$ cat config.mk
export PLATFORM = sky130hd
export DESIGN_NAME = serial_magnitude_comparator_ctrl
export DESIGN_NICKNAME = d
export VERILOG_FILES = /design/src/rtl/serial_magnitude_comparator_ctrl.sv
export SDC_FILE = /design/constraint.sdc
export NUM_CORES = 1
export LEC_CHECK = 0
export ABC_AREA = 0
export CAP_MARGIN = 20
export CORE_ASPECT_RATIO = 1.2
export CORE_MARGIN = 8
export CORE_UTILIZATION = 40
export DETAILED_ROUTE_END_ITERATION = 10
export DONT_BUFFER_PORTS = 1
export PLACE_DENSITY = 0.64
export RECOVER_POWER = 25
export SLEW_MARGIN = 20
export SYNTH_ARGS = -nofsm -noshare
export SYNTH_HDL_FRONTEND = slang
export SYNTH_SLANG_ARGS = --single-unit
$ cat constraint.sdc
create_clock -name clk -period 2.9 [get_ports clk]
set_input_delay 0.58 -clock clk [delete_from_list [all_inputs] [get_ports clk]]
set_output_delay 0.58 -clock clk [all_outputs]
set_load 0.005 [all_outputs]
$ cat src/rtl/serial_magnitude_comparator_ctrl.sv
// serial_magnitude_comparator_ctrl: bit-serial MSB-first unsigned magnitude compare with valid/ready handshakes
// Ports: clk, rst (sync, active-high); in_valid/in_ready with operands a, b;
//        out_valid/out_ready with result flags lt, gt, eq; busy while comparing.
module serial_magnitude_comparator_ctrl #(
    parameter int WIDTH      = 8,
    parameter bit EARLY_EXIT = 1'b1
) (
    input  logic             clk,
    input  logic             rst,
    input  logic             in_valid,
    output logic             in_ready,
    input  logic [WIDTH-1:0] a,
    input  logic [WIDTH-1:0] b,
    output logic             out_valid,
    input  logic             out_ready,
    output logic             lt,
    output logic             gt,
    output logic             eq,
    output logic             busy
);
    localparam int IW = WIDTH > 1 ? $clog2(WIDTH) : 1;
    typedef enum logic [1:0] {IDLE, CMP, DONE} state_t;
    state_t         state;
    logic [IW-1:0]  idx;
    logic [WIDTH-1:0] a_r, b_r;
    logic           diff;
    logic           ba, ne;
    assign ba       = a_r[idx];
    assign ne       = ba ^ b_r[idx];
    assign in_ready = (state == IDLE) && !rst;
    always_ff @(posedge clk) begin
        if (rst) begin
            state     <= IDLE;
            idx       <= IW'(WIDTH - 1);
            a_r       <= '0;
            b_r       <= '0;
            diff      <= 1'b0;
            out_valid <= 1'b0;
            lt        <= 1'b0;
            gt        <= 1'b0;
            eq        <= 1'b0;
            busy      <= 1'b0;
        end else begin
            case (state)
                IDLE: if (in_valid) begin
                    a_r   <= a;
                    b_r   <= b;
                    idx   <= IW'(WIDTH - 1);
                    diff  <= 1'b0;
                    lt    <= 1'b0;
                    gt    <= 1'b0;
                    eq    <= 1'b0;
                    busy  <= 1'b1;
                    state <= CMP;
                end
                CMP: begin
                    if (EARLY_EXIT && ne) begin
                        lt        <= !ba;
                        gt        <= ba;
                        busy      <= 1'b0;
                        out_valid <= 1'b1;
                        state     <= DONE;
                    end else if (idx == '0) begin
                        // diff is still clear here if bit 0 is the first difference
                        eq        <= !diff && !ne;
                        busy      <= 1'b0;
                        out_valid <= 1'b1;
                        state     <= DONE;
                    end else begin
                        idx <= idx - 1'b1;
                    end
                    // full-walk mode: only the most significant difference decides
                    if (!EARLY_EXIT && !diff && ne) begin
                        lt   <= !ba;
                        gt   <= ba;
                        diff <= 1'b1;
                    end
                end
                DONE: if (out_ready) begin
                    out_valid <= 1'b0;
                    state     <= IDLE;
                end
                default: state <= IDLE;
            endcase
        end
    end
endmodule

==> key figures, run 1 <==
Die
  – Die Area: 5050 µm²
  – Rows: 22
  – Die height: 76.3 µm
  – Die Width: 66.2 µm
  – I/O Pins: 26
  – Starting density of the core: 40.7%
  – Core area: 2970 µm²

Global route
  – Routing usage on met1: 13.1%
  – Grt met2 use: 16.1%
  – Initial antenna violation count: 0
  – Number of global-route vias before repair: 874
  – First-pass GRT wire length: 4.31 mm
  – Most Crowded Layer GR: met2
  – Gr usage total: 10.6%
  – Met3 usage: 3.53%
  – Grt ovf: 0
  – Pin count of the biggest net entering global routing: 28

Yosys
  – Top cells by area, synth: dfxtp_1 43%, nand2_1 11%, a21oi_1 7.4%
  – Asr flop ratio synth: 0%
  – Synth Area per Inst: 8.97 µm²
  – Top-area cell type share of the netlist area: 43.0%
  – #FFs+latches synth: 26
  – Synth Warn #: 0
  – Ys flop type: dfxtp_1
  – Area leader, netlist: dfxtp_1
  – Synth unique cells: 31
  – Seq/Total Area, Yosys: 43.0%
  – Syn Std Cell Area: 1210 µm²
  – Post-synth net total: 157
  – Synthesized instance count: 135
  – Post-synth EDFFs: 0

Timing
  – RSZ-0062 raised after global routing: no
  – Final Hold Fails: 0
  – Pin slew with the least headroom to its limit: 0.986 ns
  – Final Cycle Share: 70.0%
  – Relative slew slack: 34.2%
  – Setup Viol. Count Final: 0
  – Fmax: 492 MHz
  – Max-slew violations: 0
  – Post-route setup slack: 0.869 ns
  – Setup total negative slack: 0 ns
  – Min Tclk post-route: 2.03 ns
  – Clock Skew: 0.00573 ns

Clock tree
  – CTS tree: done
  – Clk sinks: 26
  – Clk buf depth: 2
  – Clock slew seen by the registers of the worst setup and hold paths: 0.14 ns
  – CTS root buffer: clkbuf_4
  – CTS H-Tree Depth: 1
  – Hold Buf Count CTS: 0
  – Post-CTS resize count: 0
  – Worst skew pair latency: 0.32 ns
  – CTS Buf Count: 3
  – Setup Buffers After CTS: 0

Placed design
  – Detailed placement HPWL: 1.86 mm
  – Place WS: 0.880 ns
  – Number of cells after detailed placement: 162
  – Placed cell area: 1210 µm²
  – Port buffer count: 0
  – GP Congestion: 0.873

Final layout
  – Final net count: 153
  – Fill count: 305
  – Post-route cell area: 1270 µm²
  – ANT cells: 0
  – Core Util, Final: 42.6%
  – Area grow syn2layout: 4.55%
  – Fraction of layout cells with a size suffix above 1: 11.5%
  – Final cell count without fillers: 166

Worst setup path
  – CP startpoint kind: flop
  – Critical-path top delay cell: mux4_2
  – CP Max Fanout: 6
  – Critical Path AT: 2.27 ns
  – Critical Path Max Stage Delay: 0.57 ns
  – Worst setup EP type: flop
  – Critical path required time: 3.13 ns
  – Crit-path cells: mux4_2, mux2i_4, xnor2_2, nand2_1, a32o_1
  – R2R cell count: 5
  – Crit Path Category: reg2reg

Power and ir drop
  – Max VDD drop: 0.309 mV
  – P_leak: 0.494 nW
  – Power Dens Cells: 582 nW/µm²

Routing
  – Final WL: 2.44 mm
  – Wire per inst: 14.7 µm
  – DRT antenna net count: 0
  – Via density: 5.52
  – # DRC: 0
  – Vias post-DR: 916
  – TritonRoute pass-1 iters: 4
  – Violation count after the first detailed-route iteration: 25

Outcome
  – Status: finished clean

Worst hold path
  – Min-delay worst type: in2reg
  – Hold depth: 1

Job
  – Max cap viols: 0
## final cells by class
class                           instances  area [µm²]  area share, %
Sequential cell                        26         520           41.1
Clock inverter                          1        30.0           2.37
Inverter                                3        11.3          0.889
Tap cell                               36        45.0           3.56
Multi-Input combinational cell         97         637           50.3
Clock buffer                            3        22.5           1.78
## through the flow
step                      hold WS [ns]  total power (W)
after floorplan                  0.433         0.000483
after global placement           0.437         0.000493
after detailed placement         0.441         0.000497
after CTS                        0.291         0.000742
after global routing             0.265         0.000778
final                            0.305         0.000736
## metal layers
layer / up-vias / wire length, µm
met1: 418 / 1050
met2: 31 / 1160
met4: 0 / 53
met5: - / 0
li1: 459 / -
met3: 8 / 176
## cells in the final DEF (no fill, tap or decap), types with 2 or more instances in the layout
cell type	synthesis	layout
ha_1	2	2
inv_1	2	2
o211ai_1	2	2
o21ai_0	3	3
a21oi_1	18	18
dfxtp_1	26	26
nand2_1	34	34
o21ai_1	2	2
and3_1	2	2
mux4_2	4	4
nand2b_1	2	2
nor2_1	5	5
mux2i_1	2	2
a22oi_1	3	3
mux2i_4	2	2
clkbuf_4	0	3
and2_1	3	2
nor3_1	4	4
## where the power goes
group          internal [W]  switching [W]  total (W)  leakage, nW
Sequential         0.000379      0.0000139   0.000393        0.213
Combinational     0.0000373      0.0000569  0.0000942        0.253
Clock              0.000140       0.000109   0.000249       0.0279
Total              0.000556       0.000180   0.000736        0.494
## kinds of logic after synthesis
| logic type | after synthesis | synth area share [%] |
|---|---|---|
| xor gates and xnor gates | 1 | 1.34 |
| buffers and inverters | 12 | 4.44 |
| adders and majority gates | 2 | 2.07 |
| muxes | 8 | 12.8 |
| AOI/OAI and AO/OA | 31 | 15.3 |
| DFF | 26 | 43.0 |
| and+or+nand+nor | 55 | 21.1 |
## critical path, delay by kind of cell (launching register included)
| kind | cells | cell delay [ns] |
|---|---|---|
| muxes | 2 | 0.80 |
| DFF | 1 | 0.53 |
| AOI/OAI and AO/OA | 1 | 0.24 |
| xor gates and xnor gates | 1 | 0.22 |
| and+or+nand+nor | 1 | 0.15 |
## synthesized netlist by cell type, drive strengths merged (3+ instances only)
cell     n
a21oi   18
nor3     4
mux2i    4
mux4     4
a22oi    3
and2     3
nand2   34
o21ai    5
clkbuf   6
nor2     5
inv      3
dfxtp   26
buf      3
## worst paths after layout
| check | from | endpoint | slack, ns |
|---|---|---|---|
| setup / recovery | idx[1] | out_valid | 0.87 |
| hold / removal | rst | eq | 0.31 |
| setup reg to reg | idx[1] | out_valid | 0.87 |
| hold reg to reg | a_r[1] | a_r[1] | 0.46 |
## flip-flops by register name, summed over array words and instances (netlist names)
| register | cells |
|---|---|
| out_valid | 1 |
| a_r | 8 |
| idx | 3 |
| b_r | 8 |
| gt | 1 |
| busy | 1 |
| eq | 1 |
| lt | 1 |
| state | 2 |
(Power assumes the default switching activity.)
==> run 2, diff against run 1 <==
--- a/config.mk
+++ b/config.mk
@@ -12,7 +12,7 @@
 export CORE_UTILIZATION = 40
 export DETAILED_ROUTE_END_ITERATION = 10
 export DONT_BUFFER_PORTS = 1
-export PLACE_DENSITY = 0.64
+export PLACE_DENSITY = 0.66
 export RECOVER_POWER = 25
 export SLEW_MARGIN = 20
 export SYNTH_ARGS = -nofsm -noshare
==> constraint.sdc (replaced) <==
create_clock -name clk -period 1.7 [get_ports clk]
set_input_delay 0.34 -clock clk [delete_from_list [all_inputs] [get_ports clk]]
set_output_delay 0.34 -clock clk [all_outputs]
set_load 0.005 [all_outputs]
==> run 2 against run 1 <==
  * The flow now finishes with violations (setup timing)
  * Cell count up 4.2%
  * First-iteration DRC count grew 64%
  * Clock skew hardly changed
  * Register-to-register slack got worse by 0.99 ns
  * Total power grew 60%
  * Critical path depth is the same
  * Largest cell class unchanged
  * Highest routed layer unchanged
  * Global-route usage decreased by 0.46 points
  * Hold slack lost 0.24 ns
  * Fmax rose by 12%
  * Critical endpoint is now idx[2]
==> key figures, run 2 (synthesis gave the netlist of run 1 again) <==
Worst setup path
  – Critical path required time: 1.91 ns
  – R2R cell count: 5
  – FF-to-FF setup slack: -0.12 ns
  – CP startpoint kind: flop
  – Critical Path AT: 2.03 ns
  – Critical-path top delay cell: mux4_2
  – CP Max Fanout: 6
  – Crit Path Category: reg2reg
  – Worst setup EP type: flop
  – Critical Path Max Stage Delay: 0.54 ns
  – Crit-path cells: mux4_2, mux2i_4, xnor2_4, nor4_2, a221oi_2
  – Critical R2R Capture: idx[2]
  – FF-to-FF Start: idx[1]

Global route
  – Pin count of the biggest net entering global routing: 28
  – Number of global-route vias before repair: 986
  – First-pass GRT wire length: 4.26 mm
  – Grt ovf: 0
  – Gr usage total: 10.2%
  – Initial antenna violation count: 0

Final layout
  – Fraction of layout cells with a size suffix above 1: 19.0%
  – Core Util, Final: 44.9%
  – Top Registers: a_r (8), b_r (8), idx (3)
  – Area grow syn2layout: 10.3%
  – ANT cells: 0
  – Final net count: 160
  – Leading cell type in the layout, fill and taps excluded: nand2_1
  – Commonest cells after routing, fill and taps aside: 33 x nand2_1, 25 x dfxtp_1, 17 x a21oi_1
  – Fill count: 306

Placed design
  – GP Congestion: 0.804
  – Detailed placement HPWL: 1.89 mm
  – Place WS: -0.152 ns
  – Port buffer count: 0

Routing
  – # DRC: 0
  – Wire per inst: 14.5 µm
  – Vias post-DR: 945
  – TritonRoute pass-1 iters: 4
  – Via density: 5.46
  – DRT antenna net count: 0
  – Violation count after the first detailed-route iteration: 41
  – Final WL: 2.51 mm

Die
  – Starting density of the core: 40.7%
  – Core area: 2970 µm²
  – Rows: 22
  – Die Area: 5050 µm²
  – I/O Pins: 26
  – Die height: 76.3 µm
  – Die Width: 66.2 µm

Clock tree
  – CTS tree: done
  – Hold Buf Count CTS: 0
  – Clk buf depth: 2
  – Worst skew pair latency: 0.32 ns
  – CTS H-Tree Depth: 1
  – CTS Buf Count: 3
  – Clk sinks: 26
  – Clock slew seen by the registers of the worst setup and hold paths: 0.14 ns
  – CTS root buffer: clkbuf_4

Timing
  – Clock Skew: 0.00592 ns
  – Setup Viol. Count Final: 10
  – Final Hold Fails: 0
  – Final Cycle Share: 107%
  – RSZ-0062 raised after global routing: yes
  – Min Tclk post-route: 1.82 ns
  – Post-route setup slack: -0.120 ns
  – Pin slew with the least headroom to its limit: 0.432 ns
  – Fmax: 549 MHz
  – Max-slew violations: 0
  – Relative slew slack: 71.1%

Worst hold path
  – Min-delay worst type: in2reg
  – HP Start: rst
  – Hold depth: 1
  – Endpoint, Worst Hold: state[0]

Outcome
  – Status: complete, but fails checks
  – Failing checks: setup timing

Power and ir drop
  – P_leak: 0.522 nW
  – Max VDD drop: 0.513 mV
  – Power Dens Cells: 884 nW/µm²

Job
  – Max cap viols: 0
## run 2: critical path: cells and delay by family, from the launching register on
kind                      cells  cell delay (ns)
AOI/OAI and AO/OA             1             0.05
xor gates and xnor gates      1             0.15
DFF                           1             0.42
muxes                         2             0.78
and+or+nand+nor               1             0.31
## run 2: final cells by class
cell class,count,area [µm²],share of cell area (%)
Tap cell,36,45.0,3.37
Inverter,3,11.3,0.843
Sequential cell,26,524,39.2
Clock buffer,4,36.3,2.72
Timing Repair Buffer,7,52.6,3.93
Multi-Input combinational cell,97,667,49.9
## run 2: metal layers
layer	track usage (%)	part of all wire, %
met1	12.0	42
met2	16.7	50
met3	3.53	7.1
met4	3.00	0.36
met5	0	0
## run 2: worst max-delay path by stage
stage           start         to  slack [ns]  depth (start not counted)
6_report       idx[1]     idx[2]       -0.12                          5
5_1_grt        idx[1]  out_valid       -0.17                          5
4_1_cts        idx[1]     idx[2]       -0.09                          5
3_5_place_dp   idx[1]  out_valid       -0.15                          5
3_3_place_gp   idx[1]  out_valid       -0.09                          5
2_1_floorplan  idx[1]  out_valid       -0.08                          6
## run 2: power by group
| group | switching (W) | total [W] | internal, W |
|---|---|---|---|
| Combinational | 0.000110 | 0.000203 | 0.0000928 |
| Clock | 0.000177 | 0.000308 | 0.000131 |
| Sequential | 0.0000247 | 0.000670 | 0.000645 |
| Total | 0.000312 | 0.00118 | 0.000869 |
## run 2: repair_timing
item	in CTS	in global routing
pin swaps	4	1
gates resized for setup	4	2
buffers inserted	0	1
endpoints found under the hold margin	0	0
endpoints found under the setup margin	10	10
## run 2: per-stage QoR
step	power, W	hold slack [ns]	area, µm²	instances	setup TNS, ns
CTS	0.00118	0.0615	1320	172	-0.545
finish	0.00118	0.0625	1340	173	-0.641
detailed placement	0.000869	0.416	1260	168	-0.782
global route	0.00124	0.0422	1340	173	-1.36
global placement	0.000861	0.414	1260	168	-0.423
floorplan	0.000824	0.433	1210	135	-0.283
==> run 3, diff against run 2 <==
--- a/config.mk
+++ b/config.mk
@@ -6,14 +6,14 @@
 export NUM_CORES = 1
 export LEC_CHECK = 0
 export ABC_AREA = 0
-export CAP_MARGIN = 20
 export CORE_ASPECT_RATIO = 1.2
 export CORE_MARGIN = 8
-export CORE_UTILIZATION = 40
+export CORE_UTILIZATION = 43
 export DETAILED_ROUTE_END_ITERATION = 10
 export DONT_BUFFER_PORTS = 1
-export PLACE_DENSITY = 0.66
+export PLACE_DENSITY = 0.7
 export RECOVER_POWER = 25
+export SKIP_CTS_REPAIR_TIMING = 1
 export SLEW_MARGIN = 20
 export SYNTH_ARGS = -nofsm -noshare
 export SYNTH_HDL_FRONTEND = slang
==> run 3 against run 2 <==
  * The flow still finishes with violations (setup timing)
  * Total power fell by 4.2%
  * Register-to-register slack improved by 0.02 ns
  * Count of clock-buffer cells in the layout decreased by 1
  * Critical endpoint unchanged
  * Largest power group unchanged
==> key figures, run 3 (synthesis gave the netlist of run 1 again) <==
Power and ir drop
  – Clock power share: 22.5%
  – Switching pwr: 0.000307 W
  – Logic pwr share: 18.3%
  – Cell internal pwr: 0.000824 W
  – Max VDD drop: 0.473 mV
  – Power Dens Cells: 844 nW/µm²
  – P_leak: 0.526 nW
  – Reg power frac: 59.2%
  – Switching share of power: 27.1%

Die
  – Rows: 21
  – Die Area: 4780 µm²
  – Die Width: 64.5 µm
  – Starting density of the core: 44.3%
  – Core area: 2730 µm²
  – I/O Pins: 26
  – Die height: 74.1 µm

Global route
  – First-pass GRT wire length: 4.45 mm
  – Gr usage total: 11.4%
  – Routing usage on met1: 12.4%
  – Met3 usage: 4.22%
  – Initial antenna violation count: 0
  – Grt ovf: 0
  – Number of global-route vias before repair: 1011
  – Most Crowded Layer GR: met2
  – Pin count of the biggest net entering global routing: 28
  – Grt met2 use: 20.4%

Worst setup path
  – Critical path required time: 1.93 ns
  – FF-to-FF Start: idx[1]
  – CP Max Fanout: 5
  – Crit path launch: idx[1]
  – FF-to-FF setup slack: -0.1 ns
  – Crit Path Category: reg2reg
  – Critical Path AT: 2.03 ns
  – R2R cell count: 5
  – Critical R2R Capture: idx[2]
  – Worst setup EP type: flop
  – CP startpoint kind: flop

Timing
  – Post-route setup slack: -0.0965 ns
  – Max-slew violations: 0
  – Worst Hold Slack: 0.0728 ns
  – Clock Skew: 0.00337 ns
  – Pin slew with the least headroom to its limit: 0.470 ns
  – Final Cycle Share: 106%
  – RSZ-0062 raised after global routing: yes
  – Setup Viol. Count Final: 9
  – Min Tclk post-route: 1.80 ns
  – Relative slew slack: 68.6%
  – Final Hold Fails: 0
  – Fmax: 557 MHz

Final layout
  – Fraction of layout cells with a size suffix above 1: 19.6%
  – Final net count: 162
  – Area grow syn2layout: 10.6%
  – Post-route cell area: 1340 µm²
  – Core Util, Final: 49.0%
  – Top Registers: a_r (8), b_r (8), idx (3)
  – Leading cell type in the layout, fill and taps excluded: nand2_1
  – Commonest cells after routing, fill and taps aside: 33 x nand2_1, 24 x dfxtp_1, 17 x a21oi_1
  – ANT cells: 0

Placed design
  – Detailed placement HPWL: 1.98 mm
  – GP Congestion: 0.827
  – Place WS: -0.129 ns
  – Placed cell area: 1280 µm²
  – Port buffer count: 0

Job
  – Max cap viols: 0

Clock tree
  – CTS Buf Count: 3
  – Worst skew pair latency: 0.31 ns
  – CTS root buffer: clkbuf_4
  – CTS tree: done
  – Clock slew seen by the registers of the worst setup and hold paths: 0.13 ns
  – Clk buf depth: 2
  – Clk sinks: 26
  – CTS H-Tree Depth: 1

Worst hold path
  – Endpoint, Worst Hold: state[0]
  – Hold depth: 1
  – Min-delay worst type: in2reg
  – HP Start: rst

Outcome
  – Status: complete, but fails checks
  – Failing checks: setup timing

Routing
  – Final WL: 2.59 mm
  – Wire per inst: 15.0 µm
  – DRT antenna net count: 0
  – TritonRoute pass-1 iters: 4
  – Violation count after the first detailed-route iteration: 67
  – # DRC: 0
  – Via density: 5.53
  – Vias post-DR: 952
## run 3: power groups by stage
stage | Combinational, W | Sequential, W | Clock, W
floorplan | 0.000148 | 0.000677 | 0
global placement | 0.000187 | 0.000683 | 0
detailed placement | 0.000192 | 0.000685 | 0
CTS | 0.000193 | 0.000672 | 0.000256
global route | 0.000230 | 0.000675 | 0.000294
finish | 0.000207 | 0.000669 | 0.000254
## run 3: routing by layer
layer | up-vias | wire [µm]
li1 | 471 | -
met2 | 29 | 1320
met3 | 4 | 207
met1 | 448 | 1050
met5 | - | 0
met4 | 0 | 14
## run 3: how the worst max path moves through the flow
stage               cells after the start        end  slack (ns)
floorplan                               6  out_valid       -0.08
global placement                        5  out_valid       -0.08
detailed placement                      5  out_valid       -0.13
CTS                                     5  out_valid       -0.15
global route                            5  out_valid       -0.20
finish                                  5     idx[2]        -0.1
## run 3: critical path: stages, from the launching register on
cell and delay [ns]:
dfxtp_4 0.42, mux4_2 0.53, mux2i_4 0.24, xnor2_4 0.15, buf_4 0.16, a221oi_2 0.21
## run 3: per-stage QoR
step,setup TNS (ns),std cells,power [W]
2_1_floorplan,-0.283,135,0.000824
3_3_place_gp,-0.272,169,0.000870
3_5_place_dp,-0.599,169,0.000877
4_1_cts,-0.783,172,0.00112
5_1_grt,-1.52,172,0.00120
6_report,-0.601,172,0.00113
## run 3: final cells by class
| class | count | area, µm² |
|---|---|---|
| Fill cell | 280 | 1390 |
| Multi-Input combinational cell | 97 | 671 |
| Sequential cell | 26 | 526 |
| Timing Repair Buffer | 9 | 67.6 |
| Tap cell | 34 | 42.5 |
| Clock buffer | 3 | 22.5 |
| Inverter | 3 | 11.3 |
